===== config.mk =====
export PLATFORM = sky130hd
export DESIGN_NAME = bit_serial_adder
export DESIGN_NICKNAME = d
export VERILOG_FILES = /design/src/rtl/bit_serial_adder_pkg.sv /design/src/rtl/bit_serial_adder_full_adder.sv /design/src/rtl/bit_serial_adder.sv
export SDC_FILE = /design/constraint.sdc
export NUM_CORES = 1
export LEC_CHECK = 0
export CAP_MARGIN = 10
export CORE_MARGIN = 3
export CORE_UTILIZATION = 45
export DETAILED_ROUTE_END_ITERATION = 7
export PLACE_DENSITY = 0.87
export SYNTH_ARGS = -nofsm -noshare
export SYNTH_HDL_FRONTEND = slang
export SYNTH_HIERARCHICAL = 1
export SYNTH_SLANG_ARGS = --single-unit

===== constraint.sdc =====
create_clock -name clk -period 5.51 [get_ports clk]
set_clock_uncertainty 0.1 [all_clocks]
set_input_delay 1.102 -clock clk [delete_from_list [all_inputs] [get_ports clk]]
set_output_delay 1.102 -clock clk [all_outputs]
set_load 0.1 [all_outputs]

===== src/rtl/bit_serial_adder_pkg.sv =====
// Shared arithmetic types for the bit-serial adder and the ALU: FSM state
// encoding, NZCV flag bundle and the default operand width.
package bit_serial_adder_pkg;

  localparam int BSA_DEFAULT_WIDTH = 64;

  typedef enum logic [1:0] {
    IDLE = 2'd0,
    RUN  = 2'd1,
    DONE = 2'd2
  } bsa_state_t;

  typedef struct packed {
    logic n;
    logic z;
    logic c;
    logic v;
  } nzcv_t;

endpackage : bit_serial_adder_pkg


===== src/rtl/bit_serial_adder_full_adder.sv =====
// Single-bit full-adder cell shared by the serial arithmetic units.
module fullAdder (
  input  logic a_i,
  input  logic b_i,
  input  logic c_i,
  output logic s_o,
  output logic c_o
);

  assign s_o = a_i ^ b_i ^ c_i;
  assign c_o = (a_i & b_i) | (c_i & (a_i ^ b_i));

endmodule : fullAdder


===== src/rtl/bit_serial_adder.sv =====
// Bit-serial WIDTH-bit add/subtract unit with valid/ready handshakes; one bit per clock.
// Optional NZCV flag generation is built when BIT_SERIAL_ADDER_FLAGS_EN is defined.
module bit_serial_adder
  import bit_serial_adder_pkg::*;
#(
  parameter int WIDTH = BSA_DEFAULT_WIDTH
) (
  input  logic             clk,
  input  logic             reset,
  input  logic             in_valid,
  output logic             in_ready,
  input  logic [WIDTH-1:0] a,
  input  logic [WIDTH-1:0] b,
  input  logic             sub,
  output logic             out_valid,
  input  logic             out_ready,
  output logic [WIDTH-1:0] result,
  output logic             flag_n,
  output logic             flag_z,
  output logic             flag_c,
  output logic             flag_v
);

  localparam int CW = $clog2(WIDTH);
  localparam logic [CW-1:0] CNT_LAST   = CW'(WIDTH - 1);
  localparam logic [CW-1:0] CNT_MSB_IN = CW'(WIDTH - 2);

  bsa_state_t       state_q, state_d;
  logic [WIDTH-1:0] a_q, b_q, result_q, result_d;
  logic [CW-1:0]    count_q;
  logic             carry_q;
  logic             fa_s, fa_cout;
  logic             accept, out_fire, last_bit;

  fullAdder u_fa (
    .a_i (a_q[0]),
    .b_i (b_q[0]),
    .c_i (carry_q),
    .s_o (fa_s),
    .c_o (fa_cout)
  );

  assign accept   = in_valid && in_ready;
  assign out_fire = out_valid && out_ready;
  assign last_bit = (state_q == RUN) && (count_q == CNT_LAST);
  assign result_d = {fa_s, result_q[WIDTH-1:1]};

  // NOTE: every signal driven here gets a default first, so no path leaves
  // one unassigned and no latch is inferred.
  always_comb begin
    state_d   = state_q;
    in_ready  = 1'b0;
    out_valid = 1'b0;
    unique case (state_q)
      IDLE: begin
        in_ready = 1'b1;
        if (accept) state_d = RUN;
      end
      RUN: begin
        if (last_bit) state_d = DONE;
      end
      DONE: begin
        out_valid = 1'b1;
        if (out_fire) state_d = IDLE;
      end
      default: state_d = IDLE;
    endcase
  end

  // NOTE: sequential state uses non-blocking assignments so every register
  // samples pre-edge values regardless of block ordering.
  always_ff @(posedge clk) begin
    if (reset) state_q <= IDLE;
    else       state_q <= state_d;
  end

  always_ff @(posedge clk) begin
    if (reset)                result_q <= '0;
    else if (state_q == RUN)  result_q <= result_d;
  end

  // NOTE: the operand shifters, carry and counter carry no reset: they are
  // always reloaded on accept before they are used, and the FSM alone
  // decides whether their contents matter.
  always_ff @(posedge clk) begin
    if (accept) begin
      a_q     <= a;
      b_q     <= b ^ {WIDTH{sub}};
      carry_q <= sub;
      count_q <= '0;
    end else if (state_q == RUN) begin
      a_q     <= a_q >> 1;
      b_q     <= b_q >> 1;
      carry_q <= fa_cout;
      count_q <= count_q + CW'(1);
    end
  end

`ifdef BIT_SERIAL_ADDER_FLAGS_EN
  nzcv_t flags_q;
  logic  c_msb_q;

  // c_msb_q holds the carry into the MSB, taken as the carry-out of bit WIDTH-2.
  always_ff @(posedge clk) begin
    if ((state_q == RUN) && (count_q == CNT_MSB_IN)) c_msb_q <= fa_cout;
  end

  always_ff @(posedge clk) begin
    if (reset) begin
      flags_q <= '0;
    end else if (last_bit) begin
      flags_q.n <= fa_s;
      flags_q.z <= (result_d == '0);
      flags_q.c <= fa_cout;
      flags_q.v <= c_msb_q ^ fa_cout;
    end
  end

  assign flag_n = flags_q.n;
  assign flag_z = flags_q.z;
  assign flag_c = flags_q.c;
  assign flag_v = flags_q.v;
`else
  assign flag_n = 1'b0;
  assign flag_z = 1'b0;
  assign flag_c = 1'b0;
  assign flag_v = 1'b0;
`endif

  assign result = result_q;

endmodule : bit_serial_adder

Word-level counts from Yosys, hierarchy flattened

Index checks and enable logic that the tools add are counted.

Register bits after elaboration: 201
Bits in latches: 0
Memory bits (writable): 0
Bits in read-only memories: 0
Input port bits: 133
Output and inout bits: 70
Logic and storage cells: 37
Memories: 0

$add $sub $neg: 1
Multipliers: 0
Div/mod/pow operators: 0
$lt $le $gt $ge: 0
Eq/ne operators: 6
Shift-type cells: 0
Muxes and demuxes: 12
Bitwise logic cells: 6
Reductions and logical operators: 6

Operator list:

| operator              | number |
|---|---|
| $mux W64              | 4 |
| $xor A64 B64 Y64      | 1 |
| $add A6 B1 Y6 const B | 1 |
| $eq A6 B6 Y1 const B  | 1 |
| $mux W2               | 3 |
| $ne A2 B2 Y1 const B  | 3 |
| $pmux W2 S3           | 1 |
| $mux W1               | 4 |
| $logic_and A1 B1 Y1   | 3 |
| $reduce_and A3 Y1     | 1 |
| $and A1 B1 Y1         | 2 |
| $eq A2 B1 Y1 const B  | 1 |
| $eq A2 B2 Y1 const B  | 1 |
| $logic_not A2 Y1      | 1 |
| $reduce_bool A2 Y1    | 1 |
| $xor A1 B1 Y1         | 2 |
| $or A1 B1 Y1          | 1 |

Depth between registers and ports, before layout

Gate-level depths: netlist of the first run.

Depth in word-level cells: 5
Depth in mapped cells: 7
Depth with buffers taken out: 4

Modules after synthesis

Netlist of the first run, hierarchy kept.

By module, submodules not included:

| module           | times used | cells an instance | area an instance (sq um) | seq. area each (sq um) |
|---|---|---|---|---|
| bit_serial_adder | 1          | 737               | 8,795.9                  | 5,315.1 |
| fullAdder        | 1          | 1                 | 20.0                     | 0.0 |

Worst setup path before layout of the first run

Ideal clock, no wire load.

Path type: input to register
Start point: input port in_valid
End point: register a_q[0], enable pin
Library setup time: 493 ps
Arrival: 4,654 ps
Data required time: 4,917 ps
Setup slack: 264 ps
Cell stages on the path: 5
Buffers on the path: 3
Cell sequence: or3b_1 > buf_6 > buf_12 > clkbuf_1 > nand2_1

Longest elaborated chain between the ends: 2

RTL lines:

| element                             | RTL line               | RTL |
|---|---|---|
| start, declared                     | bit_serial_adder.sv:10 | `input logic in_valid,` |
| $logic_and A1 B1 Y1                 | bit_serial_adder.sv:43 | `assign accept = in_valid && in_ready;` |
| $reduce_bool A2 Y1 (no source line) | n/a                    |  |
| end signal, assigned                | bit_serial_adder.sv:92 | `a_q <= a_q >> 1;` |
| end, declared                       | bit_serial_adder.sv:29 | `logic [WIDTH-1:0] a_q, b_q, result_q, result_d;` |

Every way passes these cells.
A chain may end at the register's enable or synchronous reset.

Worst setup path after layout of the first run

Start point: register state_q[1]
End point: output port out_valid

Longest elaborated chain between the ends: 2

RTL lines:

| element                | RTL line               | RTL |
|---|---|---|
| start, declared        | bit_serial_adder.sv:28 | `bsa_state_t state_q, state_d;` |
| start signal, assigned | bit_serial_adder.sv:74 | `else state_q <= state_d;` |
| $eq A2 B2 Y1           | bit_serial_adder.sv:54 | `unique case (state_q)` |
| $mux W1                | bit_serial_adder.sv:54 |  |
| end, declared          | bit_serial_adder.sv:15 | `output logic out_valid,` |

Every way passes these cells.

==> results.py, run 1 <==
metrics = {
    "global_routing": {
        "grt_pass1_wl_um": 30100,
        "grt_use_met2": 0.272,
        "antenna_found_initial": 2,
        "met3_usage": 0.0585,
        "grt_use_total": 0.172,
        "grtUsageMet1": 0.229,
        "busiest_layer": "met2",
        "grt_max_degree": 196,
        "grt_pass1_vias": 5679,
        "grt.overflow.total": 0,
    },
    "pwr": {
        "combinationalPowerShare": 0.126,
        "intPower_mw": 3.02,
        "pwr-share-clk": 0.400,
        "powerDensity_nw_per_um2": 336,
        "ir_drop_mv": 0.212,
        "power.leakage_nw": 4.14,
        "p_seq_frac": 0.474,
        "p_sw_frac": 0.224,
        "power.switching_mw": 0.872,
    },
    "placement": {
        "place.gp.congestion": 0.756,
        "dp.cells": 1150,
        "dp_hpwl_um": 12100,
        "portBuffers": 198,
    },
    "clock_network": {
        "cts_buffer_depth": 3,
        "cts.sinks": 201,
        "cts_resized": 0,
        "clk_latency_ns": 0.50,
        "hold_buffers": 0,
        "htreeDepth": 1,
        "cts_root_buf": "clkbuf_16",
        "cts_tree": "done",
        "clk_pin_slew_worst_paths_ns": 0.06,
        "cts_buffers": 23,
        "post_cts_buffers": 0,
    },
    "final_layout": {
        "area_delta_synth_final_pct": 31.3,
        "fillCellCount": 1506,
        "multi_input_area_um2": 3130,
        "finalNetCount": 1050,
        "num_antenna_cells": 0,
        "final_cell_mix": "nand2_1, clkdlybuf4s50_1, edfxtp_1",
        "drive_above_1_share": 0.118,
        "final_cells": 1189,
        "seqCellArea_um2": 5320,
    },
    "die": {
        "die_y_um": 146,
        "initial_utilization": 0.465,
        "core_um2": 19000,
        "die_area_um2": 21300,
        "rows": 50,
        "io_pins": 203,
        "die_w_um": 146,
    },
    "sta": {
        "setup_viol": 0,
        "rsz0062_at_grt": "no",
        "hold_viol_final": 0,
        "tns_ns": 0,
        "period_needed_ns": 3.54,
        "min_period_over_period": 0.642,
        "fmax_mhz": 283,
        "worst_slew_pin_slew_ns": 1.14,
        "maxSlewViolCount": 0,
        "max-slew-margin-rel": 0.241,
    },
    "drt": {
        "vias_per_cell": 4.89,
        "drc": 0,
        "dr.pass1.iters": 4,
        "antenna_left": 0,
        "drt-initial-drc-count": 351,
        "wl_um": 19000,
        "avgRoutedWirePerCell_um": 16.0,
        "vias": 5814,
    },
    "hold_path": {
        "holdCritStartpoint": "result[0]",
        "whs_path_depth": 2,
        "min_path_type": "reg2reg",
    },
    "synth": {
        "synthDistinctLibCells": 30,
        "ys_seq_area_frac": 0.603,
        "avgSynthCellArea_um2": 11.9,
        "yosys_warnings": 6,
        "synth.cell_area_um2": 8820,
        "ys_ff_latch": 201,
        "synthCells": 738,
    },
    "setup_path": {
        "setup.worst_path.class": "reg2out",
        "r2r-start": "state_q[1]",
        "crit_start": "state_q[1]",
        "end_kind": "output pin",
        "worstRegToRegCells": 3,
        "crit_arrival_ns": 2.34,
        "start_kind": "flip-flop",
        "cp_max_fo": 6,
        "worst-endpoint-required_ns": 4.31,
    },
    "job": {
        "max-cap-violations": 0,
    },
    "outcome": {
        "status": "finished clean",
    },
}
-- power groups by stage --
stage | clock (mW) | combinational (mW) | sequential (mW)
2_1_floorplan | 0 | 0.342 | 1.88
3_3_place_gp | 0 | 0.476 | 1.87
3_5_place_dp | 0 | 0.491 | 1.88
4_1_cts | 1.59 | 0.496 | 1.85
5_1_grt | 1.65 | 0.535 | 1.86
6_report | 1.55 | 0.490 | 1.84
-- sequential cells by signal, summed over array words and instances, names as in the netlist --
name / cells
count_q: 6
carry_q: 1
result: 64
b_q: 64
a_q: 64
state_q: 2
-- final timing paths --
path                     to  slack (ns)
setup / recovery  out_valid        1.97
hold reg to reg   result[0]        0.36
hold / removal    result[0]        0.36
setup reg to reg     b_q[4]        3.18
-- cell families (layout without fill, tap and decap cells) --
family,Yosys count,count (layout),share of synthesized area
xor+xnor,66,66,0.0656
buf+inv,55,243,0.0454
fa+ha+maj,2,2,0.00369
simple gates,213,213,0.0941
mux,65,65,0.110
compound gates,135,135,0.0778
flops,201,201,0.603
other cells,1,4,0.000425
-- worst max-delay path, cell delays in order (launching register included) --
cell and delay [ns]:
dfxtp_1 0.44, nor2b_1 0.22, clkdlybuf4s50_1 1.19
-- layout make-up --
type,instances,share of cell area
tap,260,0.0281
clock inverter,11,0.0143
multi-input combinational,485,0.271
sequential,201,0.459
clock buffer,28,0.0522
timing repair buffer,204,0.176
-- per-layer routing --
metal | part of all wire | vias up
met1 | 0.44 | 2732
met5 | 0.0017 | -
met4 | 0.024 | 4
met2 | 0.46 | 168
li1 | - | 2872
met3 | 0.077 | 38
-- synth_stat cells --
library cell	n	area share
nand2_1	197	0.084
edfxtp_1	129	0.44
dfxtp_1	72	0.16
a21oi_1	67	0.038
xnor2_1	65	0.065
mux2_4	64	0.11
o21ai_0	64	0.036
clkbuf_1	25	0.011
buf_2	13	0.0074
buf_12	7	0.016
buf_6	5	0.0064
buf_4	4	0.0034
nor2_1	4	0.0017
nand2b_1	2	0.0014
nand3_1	2	0.0011
nor2b_1	2	0.0014
o211ai_1	2	0.0017
o31ai_1	2	0.0017
and2_1	1	0.00071
and3_1	1	0.00071
buf_8	1	0.0017
conb_1	1	0.00043
fa_1	1	0.0023
ha_1	1	0.0014
mux2i_1	1	0.0011
nand3b_1	1	0.00085
nor3_1	1	0.00057
or3_1	1	0.00071
or3b_1	1	0.00099
xor2_1	1	0.00099
-- stage by stage --
step	hold WS [ns]	utilization	area [µm²]	total power [mW]	worst slack, ns
detailed placement	0.351	0.570	10800	2.37	1.94
floorplan	0.336	-	8830	2.22	0.264
global placement	0.346	0.570	10800	2.35	1.98
global route	0.380	0.611	11600	4.04	1.89
CTS	0.359	0.611	11600	3.94	1.95
finish	0.357	0.611	11600	3.89	1.97
Power figures use the tool's default switching activity.
==> run 2, diff against run 1 <==
--- a/config.mk
+++ b/config.mk
@@ -9,7 +9,7 @@
 export CORE_MARGIN = 3
 export CORE_UTILIZATION = 45
 export DETAILED_ROUTE_END_ITERATION = 7
-export PLACE_DENSITY = 0.87
+export PLACE_DENSITY = 0.84
 export SYNTH_ARGS = -nofsm -noshare
 export SYNTH_HDL_FRONTEND = slang
 export SYNTH_HIERARCHICAL = 1
==> constraint.sdc (replaced) <==
create_clock -name clk -period 3.49 [get_ports clk]
set_clock_uncertainty 0.1 [all_clocks]
set_input_delay 0.698 -clock clk [delete_from_list [all_inputs] [get_ports clk]]
set_output_delay 0.698 -clock clk [all_outputs]
set_load 0.1 [all_outputs]
==> results.py, run 2 (synthesized netlist as in run 1, its figures left out) <==
metrics = {
    "clock_network": {
        "hold_buffers": 0,
        "cts_resized": 0,
        "cts.sinks": 201,
        "post_cts_buffers": 0,
        "cts_buffers": 23,
        "cts_tree": "done",
        "cts_root_buf": "clkbuf_16",
        "clk_pin_slew_worst_paths_ns": 0.06,
        "clk_latency_ns": 0.50,
        "htreeDepth": 1,
        "cts_buffer_depth": 3,
    },
    "global_routing": {
        "grt_pass1_wl_um": 30500,
        "grt_use_total": 0.174,
        "grt_max_degree": 120,
        "grt.overflow.total": 0,
        "grt_pass1_vias": 5758,
        "antenna_found_initial": 2,
    },
    "final_layout": {
        "num_antenna_cells": 0,
        "multi_input_area_um2": 3140,
        "seqCellArea_um2": 5320,
        "final_util": 0.601,
        "fillCellCount": 1460,
        "finalNetCount": 1052,
        "drive_above_1_share": 0.186,
        "final_common_cell": "nand2_1",
        "final_cells": 1192,
        "final_cell_mix": "nand2_1, clkdlybuf4s50_1, edfxtp_1",
        "area_delta_synth_final_pct": 29.3,
        "design_area_um2": 11400,
    },
    "drt": {
        "vias": 5821,
        "dr.pass1.iters": 5,
        "antenna_left": 0,
        "wl_um": 19000,
        "drc": 0,
        "avgRoutedWirePerCell_um": 16.0,
        "vias_per_cell": 4.88,
        "drt-initial-drc-count": 424,
    },
    "sta": {
        "hold_viol_final": 0,
        "worst_slew_pin_slew_ns": 1.16,
        "min_period_over_period": 0.790,
        "max-slew-margin-rel": 0.225,
        "rsz0062_at_grt": "no",
        "whs_ns": 0.359,
        "maxSlewViolCount": 0,
        "period_needed_ns": 2.76,
        "setup_viol": 0,
        "tns_ns": 0,
        "fmax_mhz": 363,
    },
    "setup_path": {
        "crit_slowest_cell": "clkdlybuf4s50_1",
        "end_kind": "output pin",
        "crit_arrival_ns": 1.96,
        "r2r-start": "state_q[1]",
        "crit_start": "result[0]",
        "start_kind": "flip-flop",
        "cp_max_fo": 2,
        "critPathBufInv": 1,
        "cpPeakStageDelay_ns": 1.14,
        "setup.worst_path.class": "reg2out",
        "worst-endpoint-required_ns": 2.69,
        "cp_cell_sequence": "clkdlybuf4s50_1",
        "crit_family": "buffers and inverters",
    },
    "die": {
        "io_pins": 203,
        "die_area_um2": 21300,
        "die_y_um": 146,
        "core_um2": 19000,
        "die_w_um": 146,
        "rows": 50,
        "initial_utilization": 0.465,
    },
    "placement": {
        "place.gp.congestion": 0.756,
        "dp.cells": 1152,
        "portBuffers": 198,
        "dp_hpwl_um": 12500,
        "place_area_um2": 10700,
    },
    "pwr": {
        "powerDensity_nw_per_um2": 520,
        "ir_drop_mv": 0.359,
        "power.leakage_nw": 4.27,
    },
    "job": {
        "max-cap-violations": 0,
    },
    "hold_path": {
        "min_path_type": "reg2reg",
        "holdCritStartpoint": "result[0]",
    },
    "outcome": {
        "status": "finished clean",
    },
}
run 2: final timing paths:
check | slack (ns) | cells after the start | to
max | 0.73 | 1 | result[0]
min | 0.36 | 2 | result[0]
max reg2reg | 1.55 | 3 | a_q[46]
min reg2reg | 0.36 | 2 | result[0]
run 2: cell type report:
cell class,count,share of cell area
flip-flops and latches,201,0.466
multi-input cells,485,0.275
repair buffers,206,0.169
clock buffers,32,0.0579
well taps,260,0.0285
clock inverters,8,0.00329
run 2: report_power, final:
part           internal (mW)  switching, mW  total, mW
logic                  0.411          0.373      0.784
clock network           1.31          0.913       2.23
registers               2.84         0.0781       2.91
total                   4.56           1.36       5.92
run 2: per-layer routing:
metal  routed length (µm)  GRT usage  vias to the layer above
li1                     -          -                     2881
met1                 8340      0.242                     2716
met2                 8600      0.271                      185
met3                 1720     0.0533                       35
met4                  369     0.0385                        4
met5                   27          0                        -
run 2: stage by stage:
step	power (mW)	setup WS [ns]
4_1_cts	6.00	0.717
6_report	5.92	0.733
5_1_grt	6.18	0.694
2_1_floorplan	3.49	0.521
3_5_place_dp	3.75	0.768
3_3_place_gp	3.72	0.785
